<file path="src/rtl/debug_pkg.sv">
// rtl/debug_pkg.sv - shared state encoding, command bytes and snapshot sizes for mips_debug_unit
package debug_pkg;

  typedef enum logic [3:0] {
    S_IDLE,
    S_RUN,
    S_DRAIN,
    S_STEP,
    S_DUMP_PC,
    S_DUMP_CYC,
    S_DUMP_REG,
    S_DUMP_LATCH,
    S_HALTED
  } dbg_state_t;

  localparam logic [7:0] CMD_RUN  = 8'h43;
  localparam logic [7:0] CMD_STEP = 8'h53;

  // PC + cycle count + 32 GPRs, optionally followed by the 68 latch bytes
  localparam int SNAP_BYTES_BASE  = 4 + 4 + 32 * 4;
  localparam int SNAP_BYTES_LATCH = SNAP_BYTES_BASE + 544 / 8;

endpackage

</file>
<file path="src/rtl/debug_word_serializer.sv">
// rtl/debug_word_serializer.sv - emits a loaded word LSB byte first over valid/ready, pulses done on the last byte
module debug_word_serializer #(
  parameter int LEN = 32
) (
  input  logic           i_clk,
  input  logic           i_rst,
  input  logic           i_load,
  input  logic [LEN-1:0] i_word,
  output logic           o_tx_valid,
  output logic [7:0]     o_tx_data,
  input  logic           i_tx_ready,
  output logic           o_done
);

  localparam int NBYTES = LEN / 8;
  localparam int CW     = (NBYTES > 1) ? $clog2(NBYTES) : 1;

  logic [LEN-1:0] shift_q, shift_d;
  logic [CW-1:0]  cnt_q, cnt_d;
  logic           valid_q, valid_d;
  logic           xfer;

  assign xfer       = valid_q & i_tx_ready;
  assign o_done     = xfer && (cnt_q == '0);
  assign o_tx_valid = valid_q;
  assign o_tx_data  = shift_q[7:0];

  // A load in the same cycle as the final transfer chains words with no gap
  always_comb begin
    shift_d = shift_q;
    cnt_d   = cnt_q;
    valid_d = valid_q;
    if (xfer) begin
      shift_d = shift_q >> 8;
      cnt_d   = cnt_q - CW'(1);
      if (cnt_q == '0) valid_d = 1'b0;
    end
    if (i_load) begin
      shift_d = i_word;
      cnt_d   = CW'(NBYTES - 1);
      valid_d = 1'b1;
    end
  end

  always_ff @(posedge i_clk or negedge i_rst) begin
    if (!i_rst) begin
      shift_q <= '0;
      cnt_q   <= '0;
      valid_q <= 1'b0;
    end else begin
      shift_q <= shift_d;
      cnt_q   <= cnt_d;
      valid_q <= valid_d;
    end
  end

endmodule

</file>
<file path="src/rtl/mips_debug_unit.sv">
// rtl/mips_debug_unit.sv - run/step pipeline gating and snapshot dump; DEBUG_LATCH_DUMP_EN adds the latch dump
module mips_debug_unit
  import debug_pkg::*;
#(
  parameter int LEN                  = 32,
  parameter int NB_ADDRESS_REGISTROS = 5,
  parameter int NB_LATCHES           = 544,
  parameter int DRAIN_CYCLES         = 4
) (
  input  logic                            i_clk,
  input  logic                            i_rst,
  input  logic                            i_rx_valid,
  input  logic [7:0]                      i_rx_data,
  output logic                            o_tx_valid,
  output logic [7:0]                      o_tx_data,
  input  logic                            i_tx_ready,
  output logic                            o_pipe_en,
  input  logic                            i_flag_halt,
  input  logic [LEN-1:0]                  i_pc,
  output logic [NB_ADDRESS_REGISTROS-1:0] o_reg_addr,
  input  logic [LEN-1:0]                  i_reg_data,
  input  logic [NB_LATCHES-1:0]           i_latches,
  output logic                            o_halted
);

  localparam int DW = (DRAIN_CYCLES > 1) ? $clog2(DRAIN_CYCLES) : 1;

  dbg_state_t                      state_q, state_d;
  logic                            pipe_en_q, pipe_en_d;
  logic                            halt_seen_q, halt_seen_d;
  logic                            pend_q, pend_d;
  logic [DW-1:0]                   drain_q, drain_d;
  logic [LEN-1:0]                  cyc_q, cyc_d;
  logic [NB_ADDRESS_REGISTROS-1:0] reg_idx_q, reg_idx_d;
  logic                            ser_load, ser_done;
  logic [LEN-1:0]                  ser_word;
  dbg_state_t                      end_state;

`ifdef DEBUG_LATCH_DUMP_EN
  localparam int CHUNKS = NB_LATCHES / LEN;
  localparam int CHW    = (CHUNKS > 1) ? $clog2(CHUNKS) : 1;
  logic [NB_LATCHES-1:0] latch_q, latch_d;
  logic [CHW-1:0]        chunk_q, chunk_d;
`else
  logic unused_latches;
  assign unused_latches = ^i_latches;
`endif

  assign end_state  = halt_seen_q ? S_HALTED : S_IDLE;
  assign o_pipe_en  = pipe_en_q;
  assign o_reg_addr = reg_idx_q;
  assign o_halted   = (state_q == S_HALTED);
  assign cyc_d      = cyc_q + LEN'(pipe_en_q);

  // pend_q marks a word that must be loaded next cycle, after the source settles
  always_comb begin
    state_d     = state_q;
    halt_seen_d = halt_seen_q;
    pend_d      = pend_q;
    drain_d     = drain_q;
    reg_idx_d   = reg_idx_q;
    ser_load    = 1'b0;
    ser_word    = '0;
`ifdef DEBUG_LATCH_DUMP_EN
    latch_d     = latch_q;
    chunk_d     = chunk_q;
`endif
    case (state_q)
      S_IDLE: begin
        if (i_rx_valid && i_rx_data == CMD_RUN) state_d = S_RUN;
        else if (i_rx_valid && i_rx_data == CMD_STEP) state_d = S_STEP;
      end
      S_RUN: begin
        if (i_flag_halt) begin
          state_d     = S_DRAIN;
          drain_d     = DW'(DRAIN_CYCLES - 1);
          halt_seen_d = 1'b1;
        end
      end
      S_DRAIN: begin
        if (drain_q == '0) begin
          state_d = S_DUMP_PC;
          pend_d  = 1'b1;
        end else begin
          drain_d = drain_q - DW'(1);
        end
      end
      S_STEP: begin
        if (i_flag_halt) halt_seen_d = 1'b1;
        state_d = S_DUMP_PC;
        pend_d  = 1'b1;
      end
      S_DUMP_PC: begin
        if (pend_q) begin
          ser_load = 1'b1;
          ser_word = i_pc;
          pend_d   = 1'b0;
        end else if (ser_done) begin
          state_d  = S_DUMP_CYC;
          ser_load = 1'b1;
          ser_word = cyc_q;
        end
      end
      S_DUMP_CYC: begin
        if (ser_done) begin
          state_d   = S_DUMP_REG;
          reg_idx_d = '0;
          pend_d    = 1'b1;
        end
      end
      S_DUMP_REG: begin
        if (pend_q) begin
          ser_load = 1'b1;
          ser_word = i_reg_data;
          pend_d   = 1'b0;
        end else if (ser_done) begin
          if (reg_idx_q == '1) begin
`ifdef DEBUG_LATCH_DUMP_EN
            state_d  = S_DUMP_LATCH;
            ser_load = 1'b1;
            ser_word = i_latches[LEN-1:0];
            latch_d  = i_latches >> LEN;
            chunk_d  = CHW'(CHUNKS - 1);
`else
            state_d  = end_state;
`endif
          end else begin
            reg_idx_d = reg_idx_q + NB_ADDRESS_REGISTROS'(1);
            pend_d    = 1'b1;
          end
        end
      end
`ifdef DEBUG_LATCH_DUMP_EN
      S_DUMP_LATCH: begin
        if (ser_done) begin
          if (chunk_q == '0) begin
            state_d = end_state;
          end else begin
            ser_load = 1'b1;
            ser_word = latch_q[LEN-1:0];
            latch_d  = latch_q >> LEN;
            chunk_d  = chunk_q - CHW'(1);
          end
        end
      end
`endif
      S_HALTED: state_d = S_HALTED;
      default:  state_d = S_IDLE;
    endcase
    pipe_en_d = (state_d == S_RUN) || (state_d == S_DRAIN) || (state_d == S_STEP);
  end

  always_ff @(posedge i_clk or negedge i_rst) begin
    if (!i_rst) begin
      state_q     <= S_IDLE;
      pipe_en_q   <= 1'b0;
      halt_seen_q <= 1'b0;
      pend_q      <= 1'b0;
      drain_q     <= '0;
      cyc_q       <= '0;
      reg_idx_q   <= '0;
`ifdef DEBUG_LATCH_DUMP_EN
      latch_q     <= '0;
      chunk_q     <= '0;
`endif
    end else begin
      state_q     <= state_d;
      pipe_en_q   <= pipe_en_d;
      halt_seen_q <= halt_seen_d;
      pend_q      <= pend_d;
      drain_q     <= drain_d;
      cyc_q       <= cyc_d;
      reg_idx_q   <= reg_idx_d;
`ifdef DEBUG_LATCH_DUMP_EN
      latch_q     <= latch_d;
      chunk_q     <= chunk_d;
`endif
    end
  end

  debug_word_serializer #(.LEN(LEN)) u_ser (
    .i_clk      (i_clk),
    .i_rst      (i_rst),
    .i_load     (ser_load),
    .i_word     (ser_word),
    .o_tx_valid (o_tx_valid),
    .o_tx_data  (o_tx_data),
    .i_tx_ready (i_tx_ready),
    .o_done     (ser_done)
  );

endmodule
</file>
<file path="config.mk">
export PLATFORM = sky130hd
export DESIGN_NAME = mips_debug_unit
export DESIGN_NICKNAME = d
export VERILOG_FILES = /design/src/rtl/debug_pkg.sv /design/src/rtl/debug_word_serializer.sv /design/src/rtl/mips_debug_unit.sv
export SDC_FILE = /design/constraint.sdc
export NUM_CORES = 1
export LEC_CHECK = 0
export BUFFER_PORTS_ARGS = -buffer_cell sky130_fd_sc_hd__clkbuf_2
export CORE_AREA = 2 2 245 247
export CTS_CLUSTER_DIAMETER = 100
export DETAILED_ROUTE_END_ITERATION = 10
export DIE_AREA = 0 0 247 249
export SKIP_CTS_REPAIR_TIMING = 1
export SLEW_MARGIN = 20
export SYNTH_ARGS = -nofsm -noshare
export SYNTH_HDL_FRONTEND = slang
export SYNTH_SLANG_ARGS = --single-unit
</file>
<file path="constraint.sdc">
create_clock -name i_clk -period 3.3 [get_ports i_clk]
set_clock_uncertainty 0.1 [all_clocks]
set_input_delay 0.33 -clock i_clk [delete_from_list [all_inputs] [get_ports i_clk]]
set_output_delay 0.33 -clock i_clk [all_outputs]
set_load 0.005 [all_outputs]
</file>
Word-level counts from Yosys, hierarchy flattened --
Index checks and enable logic that the tools add are counted.
Storage, ports and cells: output and inout port bits 16, bits in registers 81, logic and storage cells 95
Operators by class: $add $sub $neg 4, muxes and demuxes 41, equal/unequal tests 20, reduce and logical (&&, ||, !) cells 19, bitwise logic cells 1
Operators with widths (number):
- $mux W32 | 5
- $pmux W32 S2 | 1
- $mux W4 | 11
- $add A32 B1 Y32 | 1
- $pmux W4 S8 | 1
- $mux W5 | 4
- $eq A4 B2 Y1 const B | 4
- $eq A8 B7 Y1 const B | 2
- $ne A2 B2 Y1 const B | 7
- $eq A4 B3 Y1 const B | 3
- $mux W1 | 11
- $pmux W5 S2 | 1
- $eq A4 B1 Y1 const B | 2
- $mux W2 | 4
- $reduce_bool A2 Y1 | 4
- $reduce_and A3 Y1 | 2
- $add A5 B1 Y5 const B | 1
- $eq A5 B5 Y1 const B | 1
- $pmux W1 S5 | 1
- $reduce_and A5 Y1 | 1
- $reduce_bool A5 Y1 | 1
- $eq A4 B4 Y1 const B | 1
- $logic_not A2 Y1 | 2
- $logic_not A4 Y1 | 1
- other kinds (8) | 13

Logic depth before layout (Yosys ltp) --
Gate-level depths: netlist of run 1.
word-level depth 8, depth in mapped cells 7

By module --
From an unflattened synthesis of run 1, not the netlist that was laid out.
Unflattened totals: cells, all modules 520, area total of the unflattened synthesis 4705.8 sq um
Modules (own cells, without submodules):
- mips_debug_unit | cells an instance 324, times used 1, seq. area each 1151.1 sq um, area an instance 2803.9 sq um
- debug_word_serializer | cells an instance 196, times used 1, seq. area each 875.8 sq um, area an instance 1901.8 sq um

Least setup slack after synthesis of run 1 --
OpenSTA, ideal clock, no wires.
path type reg-to-reg, start point register u_ser.cnt_q[0], end point register u_ser.shift_q[18], data required time 3.074 ns, path slack 1.410 ns, clock period less this slack 1.890 ns, setup time 0.126 ns, data arrival time 1.663 ns, buffers on the path 1, cell stages (with the launch flop) 8, cells stage by stage dfrtp_1 > inv_1 > ha_1 > nand3_2 > o41ai_4 > nor2_2 > buf_2 > a221o_1
On the way: word-level cells in the longest chain between the ends 6
Ends and longest elaborated chain:
- from (decl) | RTL line debug_word_serializer.sv:19 | logic [CW-1:0] cnt_q, cnt_d;
- from (signal assigned) | RTL line debug_word_serializer.sv:52 | cnt_q <= cnt_d;
- $logic_not A2 Y1 * | RTL line debug_word_serializer.sv:24 | assign o_done = xfer && (cnt_q == '0);
- $logic_and A1 B1 Y1 * | RTL line debug_word_serializer.sv:24
- $mux W32 / $mux W1 (equally long branches) | RTL line mips_debug_unit.sv:98 | end else if (ser_done) begin
- $mux W32 / $mux W1 (equally long branches) | RTL line mips_debug_unit.sv:94 | if (pend_q) begin
- $pmux W32 S2 / $pmux W1 S2 (equally long branches) | RTL line mips_debug_unit.sv:68 | case (state_q)
- $mux W32 / $reduce_bool A2 Y1 (equally long branches)
- to (signal assigned) | RTL line debug_word_serializer.sv:51 | shift_q <= shift_d;
- to (decl) | RTL line debug_word_serializer.sv:18 | logic [LEN-1:0] shift_q, shift_d;
Mark *: on every way between the ends. The rest lies on a longest branch, timed or not. A chain may end at the register's enable or synchronous reset.

Final worst setup path of run 1 --
start point register pipe_en_q (netlist: o_pipe_en), end point register cyc_q[22]
On the way: word-level cells in the longest chain between the ends 1
Ends and longest elaborated chain:
- from (decl) | RTL line mips_debug_unit.sv:29 | logic pipe_en_q, pipe_en_d;
- from (signal assigned) | RTL line mips_debug_unit.sv:168 | pipe_en_q <= pipe_en_d;
- $add A32 B1 Y32 | RTL line mips_debug_unit.sv:53 | assign cyc_d = cyc_q + LEN'(pipe_en_q);
- via cyc_d[22] | RTL line mips_debug_unit.sv:33 | logic [LEN-1:0] cyc_q, cyc_d;
- to (signal assigned) | RTL line mips_debug_unit.sv:172 | cyc_q <= cyc_d;
- to (decl) | RTL line mips_debug_unit.sv:33
The timed path passes the listed nets, and every way through them passes these cells.

==> summary.md, run 1 <==
| Metric | Value |
|---|---|
| Hpwl dp | 10.3 mm |
| Core area | around 60000 um^2 |
| Crit start category | register |
| DIE AREA | 61500 um^2 |
| Status | finished with violations |
| Cell Count, Final, Fillers Out | around 1300 |
| GRT Total Usage | ~4.4% |
| Post-layout minimum cycle time | roughly 2.2 ns |
| Post-DR vias/cell | between 2 and 3 |
| DR WL/cell | 10.4 um |
| Initial Util | ~7.5% |
| Max IR drop VDD | 0.325 mV |
| Int Pwr | around 2.4 mW |
| Leak | 2.33 nW |
| Grt ovf | 0 |
| Failing checks | hold timing |
| Critical Path Fanout Max | 9 |
| Syn_area_per_cell | roughly 10 um^2 |
| Cell area after synthesis | 4400 um^2 |
| Fin area | ~6000 um^2 |
| Final WL | 13.3 mm |
| Most common flop cell mapped by yosys | dfrtp_1 |
| Reg power frac | about two fifths |
| Clk slew on worst S/H paths | approximately 0.070 ns |
| Port buffer count | between 90 and 100 |
| Crit path DAT | 2.37 ns |
| Max-cap violations | 0 |
| Die Ht | approximately 250 um |
| CTS tree | built |
| Final Max Tran Viols | 0 |
| First-pass GRT wire length | approximately 21 mm |
| First-iteration detailed-routing DRC count | between 200 and 250 |
| Min-delay worst type | in2async |
| Placed insts | approximately 1300 |
| Worst skew pair latency | between 0.3 and 0.4 ns |
| Max Used Layer | met4 |
| Post-synth EDFFs | 0 |
| Actual slew at the worst max-slew pin | between 0.9 and 1 ns |
| Distinct cell type count after synthesis | 54 |
| Largest area contributor in the netlist | dfrtp_1 |
| Hold WS | -0.0209 ns |
| Period utilization | 67.6% |
| DRC viols | 0 |
| Met3 Wirelength | ~650 um |
| Clk pwr share | approximately a quarter |
| Synth Register Bits | 81 |
| Synth area leaders | dfrtp_1, mux2i_1, xnor2_1, nand3_1, nand2_1 |
| Antenna violations before repair | 0 |
| Pwr dens | approximately 660 nW/um^2 |
| Switching Fraction | 39.5% |
| Unrepaired setup endpoints after global routing | false |
| # nets final | 1131 |
| Largest net degree at the start of global routing | 70 |
| Root buffer cell | clkbuf_16 |
| Layout cell share with drive strength beyond 1 | 25.9% |
| Critical Path Sink Type | register |
| Metal1 wirelength | approximately 6.1 mm |
| Total number of vias | 3639 |
| TNS Setup | 0 ns |
| Sequential share of the synthesized area | roughly 46% |
| Combinational power share | between 30 and 40% |
| Vias in the first global route | 3542 |
| Final Wtd Congestion | 0.799 |
| I/O Pins | approximately 640 |
| N_diodes | 0 |
| Pre-CTS WS | 1.07 ns |
| Post-Syn Nets | approximately 1100 |
| CP Class | reg2reg |
| Met2 WL | between 6 and 7 mm |
| Die width | about 250 um |
| CTS Buffer Depth | 2 |
| Htree depth | 3 |
| Final setup margin | 1.07 ns |
| Fin. Hold Viols | 3 |
| Slew HR | 36.0% |
| Max Freq | 448 MHz |
| Post-Syn Instances | roughly 420 |
| Final setup viols | 0 |
| Area of placed instances | around 5800 um^2 |
| Post-synth ARST share | 100% |
| CTS buffer count | 9 |
| Top cell type's share of synthesized area | between 40% and 50% |
| Clock sink count | ~80 |
| 1st-pass router iterations | 4 |
| Area growth from synthesis to layout | 37.4% |
| Critical path required time | between 3 and 4 ns |
| Switching power | between 1.5 and 2 mW |
| Row Count | 89 |
| Post-route ant nets | 0 |
| Yosys warnings | 0 |
[logic make-up (layout without fill, tap and decap cells)]
logic type                 count (synthesis)  count (layout)  share of synthesized area [%]
xor gates and xnor gates                  31              31                           6.16
muxes                                     46              46                           10.5
buffers and inverters                     44             130                           4.94
and+or+nand+nor                          136             136                           16.6
DFF                                       81              81                           46.0
adders and majority gates                  6               6                           1.70
AOI/OAI and AO/OA                         79              79                           14.1
[placed cells by master, fill, tap and decap left out, types with 2 or more instances in the layout]
master and n:
xnor2_1 28, inv_8 2, dfrtp_1 80, nor4_2 3, and4_1 2, o221ai_1 13, a21oi_1 6, and2_1 2
xor2_1 3, clkinv_4 2, o2bb2ai_1 4, nor4bb_1 2, nor2_1 14, nand4_1 12, a221o_1 11, or2_2 2
nand3_1 38, clkbuf_2 91, a41oi_1 3, o21ai_0 17, buf_4 11, mux2i_1 46, inv_1 12, clkbuf_16 9
ha_1 6, and3_1 5, o211ai_1 10, nor2b_1 3, nor3_1 8, nand2_1 35
[synthesized netlist by cell type, types with 3 or more instances]
cell and number:
a21oi_1 6, a221o_1 11, a41oi_1 3, and3_1 5, buf_1 4, buf_2 12
buf_4 10, clkbuf_1 6, dfrtp_1 81, ha_1 6, inv_1 12, mux2i_1 46
nand2_1 35, nand3_1 38, nand4_1 12, nor2_1 14, nor2b_1 3, nor3_1 8
nor4_2 3, o211ai_1 10, o21ai_0 17, o221ai_1 13, o2bb2ai_1 4, xnor2_1 28
xor2_1 3
[metrics by stage]
| stage | util (%) | total power [mW] |
|---|---|---|
| 2_1_floorplan | - | 2.51 |
| 3_3_place_gp | 9.80 | 2.96 |
| 3_5_place_dp | 9.80 | 3.00 |
| 6_report | 10.3 | 3.98 |
| 4_1_cts | 10.3 | 4.04 |
| 5_1_grt | 10.3 | 4.24 |
[registers in the layout (all words and copies together), names as in the netlist]
name	count
u_ser.cnt_q	2
u_ser.o_tx_valid	1
o_reg_addr	5
halt_seen_q	1
u_ser.shift_q	32
cyc_q	32
pend_q	1
o_pipe_en	1
drain_q	2
state_q	4
[worst paths after layout]
| path | endpoint | from | cells past startpoint | slack (ns) |
|---|---|---|---|---|
| worst max-delay path | cyc_q[22]$_DFF_PN0_ | o_pipe_en$_DFF_PN0_ | 6 | 1.07 |
| worst min-delay path | state_q[1]$_DFF_PN0_ | i_rst | 1 | -0.02 |
| worst max register to register | cyc_q[22]$_DFF_PN0_ | o_pipe_en$_DFF_PN0_ | 6 | 1.07 |
| worst min register to register | drain_q[0]$_DFFE_PN0P_ | drain_q[0]$_DFFE_PN0P_ | 1 | 0.37 |
| max in group asynchronous | u_ser.shift_q[5]$_DFFE_PN0P_ | i_rst | 2 | 2.40 |
| min in group i_clk | state_q[1]$_DFF_PN0_ | i_rx_data[4] | 3 | 0.12 |
[worst max-delay path, cell delays in order, from the launching register on]
cell     delay, ns
dfrtp_1       0.45
ha_1          0.25
ha_1          0.23
inv_1         0.11
nor2_1        0.59
nand4_1       0.23
xnor2_1       0.17
[routing by layer]
| metal | GRT usage [%] | vias up |
|---|---|---|
| met5 | 0 | - |
| met3 | 0.722 | 14 |
| met2 | 6.86 | 128 |
| met4 | 2.38 | 0 |
| li1 | - | 1723 |
| met1 | 5.73 | 1774 |
[area by class of cell]
type	count	area, um^2
fill	6713	52600
multi-input combinational	298	2170
sequential	81	2030
tap	773	967
timing repair buffer	102	538
clock buffer	9	225
clock inverter	7	72.6
inverter	12	45.0
[power groups by stage]
stage | Clock (mW) | Sequential [mW] | Combinational (mW)
global placement | 0 | 1.55 | 1.41
CTS | 1.06 | 1.54 | 1.44
floorplan | 0 | 1.39 | 1.12
finish | 1.03 | 1.54 | 1.42
detailed placement | 0 | 1.56 | 1.44
global route | 1.10 | 1.57 | 1.57
No activity file was read; power rests on OpenSTA's default activity.
==> run 2: changes to the inputs <==
CORE_AREA = 2 2 251 253   (was 2 2 245 247)
DIE_AREA = 0 0 253 255   (was 0 0 247 249)
clock period = 2 ns   (was 3.3 ns; I/O delays follow)
==> run 2 against run 1 <==
Compared with the run above: first-iteration DRC count rose by 15%; utilization fell by 0.14 points; sequential power rose by 64%; largest cell class unchanged; the run now ends clean; highest routed layer is now met5; combinational power rose by 82%.
==> summary.md, run 2 (synthesis results as in run 1) <==
| Metric | Value |
|---|---|
| Core area | 62200 um^2 (+5.9%) |
| Most frequent cells in the layout | clkbuf_2, dfrtp_1, mux2i_1, nand3_1, nand2_1 |
| Clk slew on worst S/H paths | 0.07 ns (about the same) |
| Fin. Hold Viols | 0 (-3) |
| CP bufs+invs | 2 (+1) |
| Critical Path Fanout Max | 7 (-2) |
| I/O Pins | 637 (unchanged) |
| Actual slew at the worst max-slew pin | 0.584 ns (-0.375 ns) |
| Final setup margin | 0.112 ns (-0.956 ns) |
| Worst Setup SP | state_q[1]$_DFF_PN0_ |
| Min-delay src | i_rx_data[4] |
| RR Endpoint | u_ser.shift_q[12]$_DFFE_PN0P_ |
| Root buffer cell | clkbuf_16 |
| Critical path's slowest cell | dfrtp_2 |
| TNS Setup | 0 ns (unchanged) |
| Die Ht | 255 um (+2.4%) |
| Placed insts | 1311 (+3.6%) |
| Row Count | 92 (+3.4%) |
| CTS Buffer Depth | 2 (unchanged) |
| CTS tree | built |
| Final Wtd Congestion | 0.838 (+4.8%) |
| Critical Path Max Stage Delay | 0.49 ns (-0.10 ns) |
| CTS buffer count | 9 (unchanged) |
| Post-route ant nets | 0 (unchanged) |
| Reg-to-reg setup timing slack | 0.12 ns (-0.95 ns) |
| Worst skew pair latency | 0.35 ns (about the same) |
| Post-DR vias/cell | 2.85 (+0.54%) |
| Port buffer count | 92 (unchanged) |
| DR WL/cell | 10.3 um (-1.2%) |
| N_diodes | 0 (unchanged) |
| Post-layout minimum cycle time | 1.89 ns |
| Commonest non-fill, non-tap cell in the layout | clkbuf_2 |
| FF+latch area | 2030 um^2 (about the same) |
| Crit path DAT | 1.59 ns (-0.78 ns) |
| Multi-input logic area | 2200 um^2 (+1.2%) |
| Max IR drop VDD | 0.573 mV (+77%) |
| Max Freq | 530 MHz |
| # nets final | 1151 (+1.8%) |
| Cell family with most CP delay | flip-flops |
| First-iteration detailed-routing DRC count | 258 (+15%) |
| Status | completed |
| Final WL | 13.6 mm (+2.4%) |
| DRC viols | 0 (unchanged) |
| CP Cell Sequence | buf_4 > nor2_1 > and3_1 > clkbuf_2 |
| Total number of vias | 3790 (+4.1%) |
| Fillers | 7153 (+6.6%) |
| CP Class | reg2out |
| Slew HR | 61.0% (+25 points) |
| Die width | 253 um (+2.4%) |
| Initial Util | 7.09% (-0.42 points) |
| Worst reg2reg path depth | 6 (unchanged) |
| Pwr dens | 1070 nW/um^2 (+63%) |
| Met2 Use GR | 6.11% (-0.75 points) |
| Min-delay worst type | in2reg |
| Largest net degree at the start of global routing | 52 (-26%) |
| Grt ovf | 0 (unchanged) |
| Max-cap violations | 0 (unchanged) |
| 1st-pass router iterations | 5 (+1) |
| Hpwl dp | 10.6 mm (+3.0%) |
| Area growth from synthesis to layout | 43.6% |
| Critical path depth | 4 (-2) |
| DIE AREA | 64500 um^2 (+4.9%) |
| First-pass GRT wire length | 21.2 mm (+2.8%) |
| Leak | 2.45 nW (+5.2%) |
| Met3 Usage GRT | 1.29% (+0.57 points) |
| Htree depth | 3 (unchanged) |
| Layout cell share with drive strength beyond 1 | 29.7% (+3.7 points) |
| Period utilization | 94.4% |
| Vias in the first global route | 3642 (+2.8%) |
| Clock sink count | 81 (unchanged) |
| Critical Path Sink Type | primary output |
| Pre-CTS WS | 0.0550 ns (-1.01 ns) |
| Launching point of the worst reg2reg path | u_ser.cnt_q[0]$_DFFE_PN0P_ |
| Crit start category | register |
| GRT Max-Usage Layer | met2 |
| Met1 usage | 5.86% (+0.12 points) |
| Cell Count, Final, Fillers Out | 1328 (+3.6%) |
| Critical path required time | 1.70 ns (-1.74 ns) |
| Unrepaired setup endpoints after global routing | false |
| Worst Setup EP | o_halted |
| Final setup viols | 0 (unchanged) |
| Final Max Tran Viols | 0 (unchanged) |
| Antenna violations before repair | 5 (+5) |
| GRT Total Usage | 4.23% (-0.16 points) |
## run 2: cell count changes in the layout (fill, tap and decap cells not counted), sizes merged
cell,before,now
buf,11,30
dlygate4sd3,0,1
## run 2: worst min-delay path by stage
stage	endpoint	slack, ns	cells after the start
final	state_q[1]$_DFF_PN0_	0.0003	3
after global routing	state_q[1]$_DFF_PN0_	0.01	3
after global placement	halt_seen_q$_DFFE_PN0P_	0.13	1
after detailed placement	o_reg_addr[3]$_DFFE_PN0P_	0.13	1
after floorplan	cyc_q[0]$_DFF_PN0_	-0.20	0
after CTS	o_reg_addr[4]$_DFFE_PN0P_	-0.25	1
## run 2: layout make-up
type	count	share of cell area, %
Sequential cell	81	32.1
Inverter	12	0.712
Clock inverter	7	1.15
Timing Repair Buffer	122	11.9
Clock buffer	9	3.56
Multi-Input combinational cell	298	34.8
Tap cell	799	15.8
## run 2: per-stage QoR
| step | total power, mW | utilization (%) | hold WS [ns] | cell area, um^2 |
|---|---|---|---|---|
| detailed placement | 5.12 | 9.64 | 0.130 | 5990 |
| CTS | 6.81 | 10.1 | -0.245 | 6290 |
| floorplan | 4.14 | - | -0.196 | 4400 |
| finish | 6.77 | 10.2 | 0.000296 | 6320 |
| global placement | 5.06 | 9.64 | 0.133 | 5990 |
| global route | 7.24 | 10.2 | 0.00983 | 6320 |
## run 2: layer usage
metal	wire length, um	part of all wire [%]
met1	6260	46
met2	5990	44
met3	875	6.4
met4	457	3.3
met5	59	0.43
## run 2: worst reg2reg max path, delay by kind of cell, from the launching register on
| kind | cells | cell delay [ns] |
|---|---|---|
| compound gates | 2 | 0.78 |
| simple gates | 2 | 0.26 |
| flops | 1 | 0.36 |
| buf+inv | 1 | 0.08 |
| fa+ha+maj | 1 | 0.18 |
## run 2: power breakdown
part	total (mW)	internal [mW]	switching, mW
logic	2.58	1.18	1.40
clock network	1.66	0.879	0.785
registers	2.53	2.07	0.458
total	6.77	4.13	2.64
